--- src/rtl/pads_config_ctrl_if.sv ---
// Pad configuration bus: parallel/serial shadow load, apply handshake and pad control outputs.
interface pads_config_ctrl_if #(
    parameter int unsigned NUM_PADS = 44
);
    logic [NUM_PADS-1:0] wr_en;
    logic [NUM_PADS-1:0] wr_oe;
    logic [NUM_PADS-1:0] wr_re;
    logic                cfg_shift;
    logic                cfg_sin;
    logic                cfg_sout;
    logic                apply;
    logic                apply_done;
    logic                hold_busy;
    logic [NUM_PADS-1:0] oe;
    logic [NUM_PADS-1:0] re;

    modport master (
        output wr_en, wr_oe, wr_re, cfg_shift, cfg_sin, apply,
        input  cfg_sout, apply_done, hold_busy, oe, re
    );

    modport slave (
        input  wr_en, wr_oe, wr_re, cfg_shift, cfg_sin, apply,
        output cfg_sout, apply_done, hold_busy, oe, re
    );
endinterface

--- src/rtl/pads_config_ctrl.sv ---
// Pad OE/RE controller: shadow register (parallel or serial load) copied to active on apply,
// with resistor enables held off for RE_HOLD cycles after reset release.
module pads_config_ctrl #(
    parameter int unsigned NUM_PADS = 44,
    parameter logic [63:0] OE_RST   = 64'hC70003FFFBD,
    parameter logic [63:0] RE_RST   = '1,
    parameter int unsigned RE_HOLD  = 16
) (
    input  logic                clk,
    input  logic                rst,
    pads_config_ctrl_if.slave   bus
);

    localparam int unsigned SH_W  = 2 * NUM_PADS;
    localparam int unsigned CNT_W = 16;
    localparam logic [NUM_PADS-1:0] OE_INIT = OE_RST[NUM_PADS-1:0];
    localparam logic [NUM_PADS-1:0] RE_INIT = RE_RST[NUM_PADS-1:0];
    localparam logic [CNT_W-1:0] CNT_LAST = (RE_HOLD == 0) ? '0 : CNT_W'(RE_HOLD - 1);

    typedef enum logic {
        HOLD = 1'b0,
        RUN  = 1'b1
    } state_e;

    logic [SH_W-1:0]     sh_q, sh_d;
    logic [NUM_PADS-1:0] act_oe_q, act_oe_d;
    logic [NUM_PADS-1:0] act_re_q, act_re_d;
    logic                apply_done_q, apply_done_d;
    state_e              state_q, state_d;
    logic [CNT_W-1:0]    cnt_q, cnt_d;

    logic [NUM_PADS-1:0] sh_oe, sh_re;
    assign sh_oe = sh_q[NUM_PADS-1:0];
    assign sh_re = sh_q[SH_W-1:NUM_PADS];

    // Next-state: shadow load, apply copy and RE hold sequencing
    always_comb begin
        sh_d         = sh_q;
        act_oe_d     = act_oe_q;
        act_re_d     = act_re_q;
        apply_done_d = bus.apply;
        state_d      = state_q;
        cnt_d        = cnt_q;

        // Shift wins over parallel write in the same cycle
        if (bus.cfg_shift) begin
            sh_d = {bus.cfg_sin, sh_q[SH_W-1:1]};
        end else begin
            sh_d = {(sh_re & ~bus.wr_en) | (bus.wr_re & bus.wr_en),
                    (sh_oe & ~bus.wr_en) | (bus.wr_oe & bus.wr_en)};
        end

        // Apply takes the shadow as it was before this edge
        if (bus.apply) begin
            act_oe_d = sh_oe;
            act_re_d = sh_re;
        end

        unique case (state_q)
            HOLD: begin
                cnt_d = cnt_q + CNT_W'(1);
                if ((RE_HOLD == 0) || (cnt_q == CNT_LAST)) begin
                    state_d = RUN;
                end
            end
            RUN: begin
                state_d = RUN;
            end
            default: begin
                state_d = HOLD;
            end
        endcase
    end

    always_ff @(posedge clk or posedge rst) begin
        if (rst) begin
            sh_q         <= {RE_INIT, OE_INIT};
            act_oe_q     <= OE_INIT;
            act_re_q     <= RE_INIT;
            apply_done_q <= 1'b0;
            state_q      <= HOLD;
            cnt_q        <= '0;
        end else begin
            sh_q         <= sh_d;
            act_oe_q     <= act_oe_d;
            act_re_q     <= act_re_d;
            apply_done_q <= apply_done_d;
            state_q      <= state_d;
            cnt_q        <= cnt_d;
        end
    end

    assign bus.oe         = act_oe_q;
    assign bus.re         = act_re_q & {NUM_PADS{(state_q == RUN) && !rst}};
    assign bus.hold_busy  = (state_q == HOLD);
    assign bus.cfg_sout   = sh_q[0];
    assign bus.apply_done = apply_done_q;

endmodule
--- src/flat_wrapper.sv ---
// flat-port wrapper written by rule: the top's interface ports become plain ports
module pads_config_ctrl_flat 
#(
    parameter int unsigned NUM_PADS = 44,
    parameter logic [63:0] OE_RST   = 64'hC70003FFFBD,
    parameter logic [63:0] RE_RST   = '1,
    parameter int unsigned RE_HOLD  = 16
)
  (clk, rst, bus_wr_en, bus_wr_oe, bus_wr_re, bus_cfg_shift, bus_cfg_sin, bus_apply, bus_cfg_sout, bus_apply_done, bus_hold_busy, bus_oe, bus_re);
  pads_config_ctrl_if #(.NUM_PADS(NUM_PADS)) bus_i ();
  input  logic clk;
  input  logic rst;
  input wire logic [$bits(bus_i.wr_en)-1:0] bus_wr_en;
  input wire logic [$bits(bus_i.wr_oe)-1:0] bus_wr_oe;
  input wire logic [$bits(bus_i.wr_re)-1:0] bus_wr_re;
  input wire logic [$bits(bus_i.cfg_shift)-1:0] bus_cfg_shift;
  input wire logic [$bits(bus_i.cfg_sin)-1:0] bus_cfg_sin;
  input wire logic [$bits(bus_i.apply)-1:0] bus_apply;
  output wire logic [$bits(bus_i.cfg_sout)-1:0] bus_cfg_sout;
  output wire logic [$bits(bus_i.apply_done)-1:0] bus_apply_done;
  output wire logic [$bits(bus_i.hold_busy)-1:0] bus_hold_busy;
  output wire logic [$bits(bus_i.oe)-1:0] bus_oe;
  output wire logic [$bits(bus_i.re)-1:0] bus_re;
  assign bus_i.wr_en = bus_wr_en;
  assign bus_i.wr_oe = bus_wr_oe;
  assign bus_i.wr_re = bus_wr_re;
  assign bus_i.cfg_shift = bus_cfg_shift;
  assign bus_i.cfg_sin = bus_cfg_sin;
  assign bus_i.apply = bus_apply;
  assign bus_cfg_sout = bus_i.cfg_sout;
  assign bus_apply_done = bus_i.apply_done;
  assign bus_hold_busy = bus_i.hold_busy;
  assign bus_oe = bus_i.oe;
  assign bus_re = bus_i.re;
  pads_config_ctrl #(.NUM_PADS(NUM_PADS), .OE_RST(OE_RST), .RE_RST(RE_RST), .RE_HOLD(RE_HOLD)) u_core (.clk(clk), .rst(rst), .bus(bus_i));
endmodule
--- config.mk ---
export PLATFORM = sky130hd
export DESIGN_NAME = pads_config_ctrl_flat
export DESIGN_NICKNAME = d
export VERILOG_FILES = /design/src/rtl/pads_config_ctrl_if.sv /design/src/rtl/pads_config_ctrl.sv /design/src/flat_wrapper.sv
export SDC_FILE = /design/constraint.sdc
export NUM_CORES = 1
export LEC_CHECK = 0
export BUFFER_PORTS_ARGS = -buffer_cell sky130_fd_sc_hd__buf_4
export CORE_MARGIN = 2
export CORE_UTILIZATION = 59
export CTS_BUF_LIST = sky130_fd_sc_hd__clkbuf_2
export DETAILED_ROUTE_END_ITERATION = 8
export GPL_TIMING_DRIVEN = 0
export PLACE_DENSITY = 0.88
export REMOVE_ABC_BUFFERS = 1
export SETUP_SLACK_MARGIN = 0.5
export SLEW_MARGIN = 10
export SYNTH_ARGS = -nofsm -noshare
export SYNTH_HDL_FRONTEND = slang
export SYNTH_SLANG_ARGS = --single-unit
--- constraint.sdc ---
create_clock -name clk -period 11.61 [get_ports clk]
set_input_delay 0.5805 -clock clk [delete_from_list [all_inputs] [get_ports clk]]
set_output_delay 0.5805 -clock clk [all_outputs]
set_load 0.02 [all_outputs]
==> impl_metrics.json <==
{
  "root_buffer": "clkbuf_2",
  "rr_endpoint": "u_core.cnt_q[8]$_DFFE_PP0N_",
  "rsz0062_at_grt": "false",
  "status": "completed",
  "pwr-share-seq_pct": 59.6,
  "met2_length_um": 9853,
  "finalPower_mw": 1.484,
  "powerDensity_nw_per_um2": 140.8,
  "synth_cells": 680,
  "antenna_found_initial": 1,
  "place.gp.congestion": 0.8300,
  "wirelength_um": 19310,
  "path_class": "in2out",
  "grt_pass1_vias": 6354,
  "hold_buffers": 2,
  "holdPathStages": 3,
  "regToRegStartpoint": "u_core.state_q$_DFF_PP0_",
  "cp_max_fo": 124,
  "die_y_um": 124.3,
  "clkLatencyLatePin_ps": 730,
  "clock-sinks": 194,
  "ys_seq_area_share_pct": 58.89,
  "first_pass_iters": 5,
  "fill_cells": 940,
  "wl_met1_um": 7685,
  "numCtsBuffers": 17,
  "p_clk_share_pct": 18.2,
  "post-route-drc-count": 0,
  "overflow": 0,
  "worstSetupEndpointType": "output port",
  "utilization_pct": 75.36,
  "setup_viol": 0,
  "timing.final.hold_violations": 0,
  "r2r_cells": 3,
  "fin_nets": 1030,
  "top_layer": "met4",
  "area_growth_pct": 23.48,
  "final_cell_mix": "226 x buf_4, 138 x dfstp_2, 93 x nand2_1",
  "grt_max_degree": 177,
  "cts_resized": 0,
  "fmax_mhz": 298.5,
  "vias": 6000,
  "r2r_slack_ps": 9850,
  "synth_top_cell_by_area": "dfstp_2",
  "die_area_um2": 15450,
  "synth_warnings": 0,
  "dp_hpwl_um": 13390,
  "ys_top_cells_by_area": "dfstp_2 42%, dfrtp_1 16%, mux2_2 12%",
  "worst_hold_slack_ps": 109.7,
  "clk_pin_slew_ps": 250,
  "p_int_mw": 1.045,
  "vdd_drop_max_uv": 117.7,
  "swShare_pct": 29.58,
  "cap_violations": 0,
  "met3_length_um": 1453,
  "avgSynthCellArea_um2": 12.55,
  "synth_cell_types": 25,
  "drt_iter0_markers": 264,
  "pin_count": 228,
  "grt_pass1_wl_um": 31570,
  "vias_per_cell": 5.525,
  "power_leakage_nw": 5.067,
  "post_cts_buffers": 0,
  "ctsHtreeMaxLevel": 4,
  "min_from": "bus_wr_oe[37]",
  "worstSetupStartpointType": "input pin",
  "fin_skew_ps": 22.02,
  "synth_area_um2": 8537,
  "hp-class": "in2reg",
  "layout-drive-gt1-share_pct": 54.59,
  "grt_use_total_pct": 25.33,
  "fin_crit_sh_pct": 28.85,
  "ant_nets": 0,
  "critPathRequiredTime_ps": 11030,
  "port_buffers": 227,
  "avgRoutedWirePerCell_um": 17.78,
  "tns_ps": 0,
  "worst_pin_slew_ps": 1267,
  "pwr-share-comb_pct": 22.3,
  "ys_ff_latch": 194,
  "initial_core_util_pct": 61.03,
  "arrival_ps": 2770,
  "slew_viol_final": 0,
  "num_rows": 43,
  "p_switching_mw": 0.4391,
  "cts_tree": "done",
  "final_common_cell": "buf_4",
  "slew_headroom_pct": 15.53,
  "core_region_area_um2": 13990,
  "yosysTopAreaCellShare_pct": 42.47,
  "max-clock-path-buffers": 2,
  "critPathLaunch": "rst",
  "die_w_um": 124.3,
  "period_needed_ps": 3350
}
-- worst max path at each step --
stage / to / slack, ps / cells after the start
floorplan: async pin / 5430 / 1
global placement: u_core.bus.oe[31]$_DFFE_PP0P_ / 3570 / 2
CTS: bus_re[18] / 8260 / 6
global route: bus_re[41] / 8100 / 6
finish: bus_re[41] / 8260 / 6
detailed placement: bus_re[18] / 8820 / 5
-- power by group through the flow --
stage,clock network (mW),registers [mW],logic (mW)
floorplan,0,0.909,0.145
global placement,0,0.885,0.319
detailed placement,0,0.894,0.332
CTS,0.279,0.884,0.334
global route,0.310,0.898,0.356
finish,0.270,0.884,0.330
-- worst max-delay path, stage by stage --
cell and delay [ps]:
dlygate4sd3_1 550, buf_4 160, inv_8 470, buf_16 430, and3_1 250, buf_4 150
-- area by class of cell --
| cell class | count | area (um2) | area share [%] |
|---|---|---|---|
| Antenna cell | 1 | 2.502 | 0.02374 |
| Clock buffer | 20 | 100.1 | 0.9496 |
| Clock inverter | 12 | 65.06 | 0.6172 |
| Inverter | 5 | 26.28 | 0.2493 |
| Multi-Input combinational cell | 443 | 3328 | 31.57 |
| Sequential cell | 194 | 5029 | 47.70 |
| Tap cell | 180 | 225.2 | 2.136 |
| Timing Repair Buffer | 231 | 1765 | 16.75 |
-- per-stage QoR --
step,instances,area [um2],worst slack [ps]
after floorplan,642,8374,5432
after global placement,1049,10300,3573
after detailed placement,1050,10340,8818
after CTS,1084,10530,8259
after global routing,1086,10540,8101
final,1086,10540,8260
-- cell families after synthesis --
| logic type | count (synthesis) | share of synthesized area (%) |
|---|---|---|
| flops | 194 | 58.89 |
| mux | 177 | 22.06 |
| simple gates | 161 | 10.02 |
| compound gates | 89 | 5.218 |
| buf+inv | 43 | 2.125 |
| xor+xnor | 15 | 1.539 |
| fa+ha+maj | 1 | 0.1465 |
-- cells in the mapped netlist --
master and number:
mux2i_1 88, ha_1 1, nor4_1 3, nor4_2 3, or2_2 1, nor3_1 3
xor2_1 7, dfstp_2 138, buf_2 16, buf_1 2, o21ai_0 89, nand3_1 2
and3_1 44, inv_1 5, dfrtp_1 56, xnor2_1 8, or3_1 1, nand4_2 1
nor2_1 1, nand4b_4 2, mux2_2 89, clkbuf_1 20, nor4_4 2, nand4_1 5
nand2_1 93
-- layer usage --
layer  GRT usage [%]  vias to the layer above
met4           8.460                        0
met5               0                        -
li1                -                     2807
met1           30.31                     2972
met3           8.849                       26
met2           42.88                      195
(Power assumes the default switching activity.)
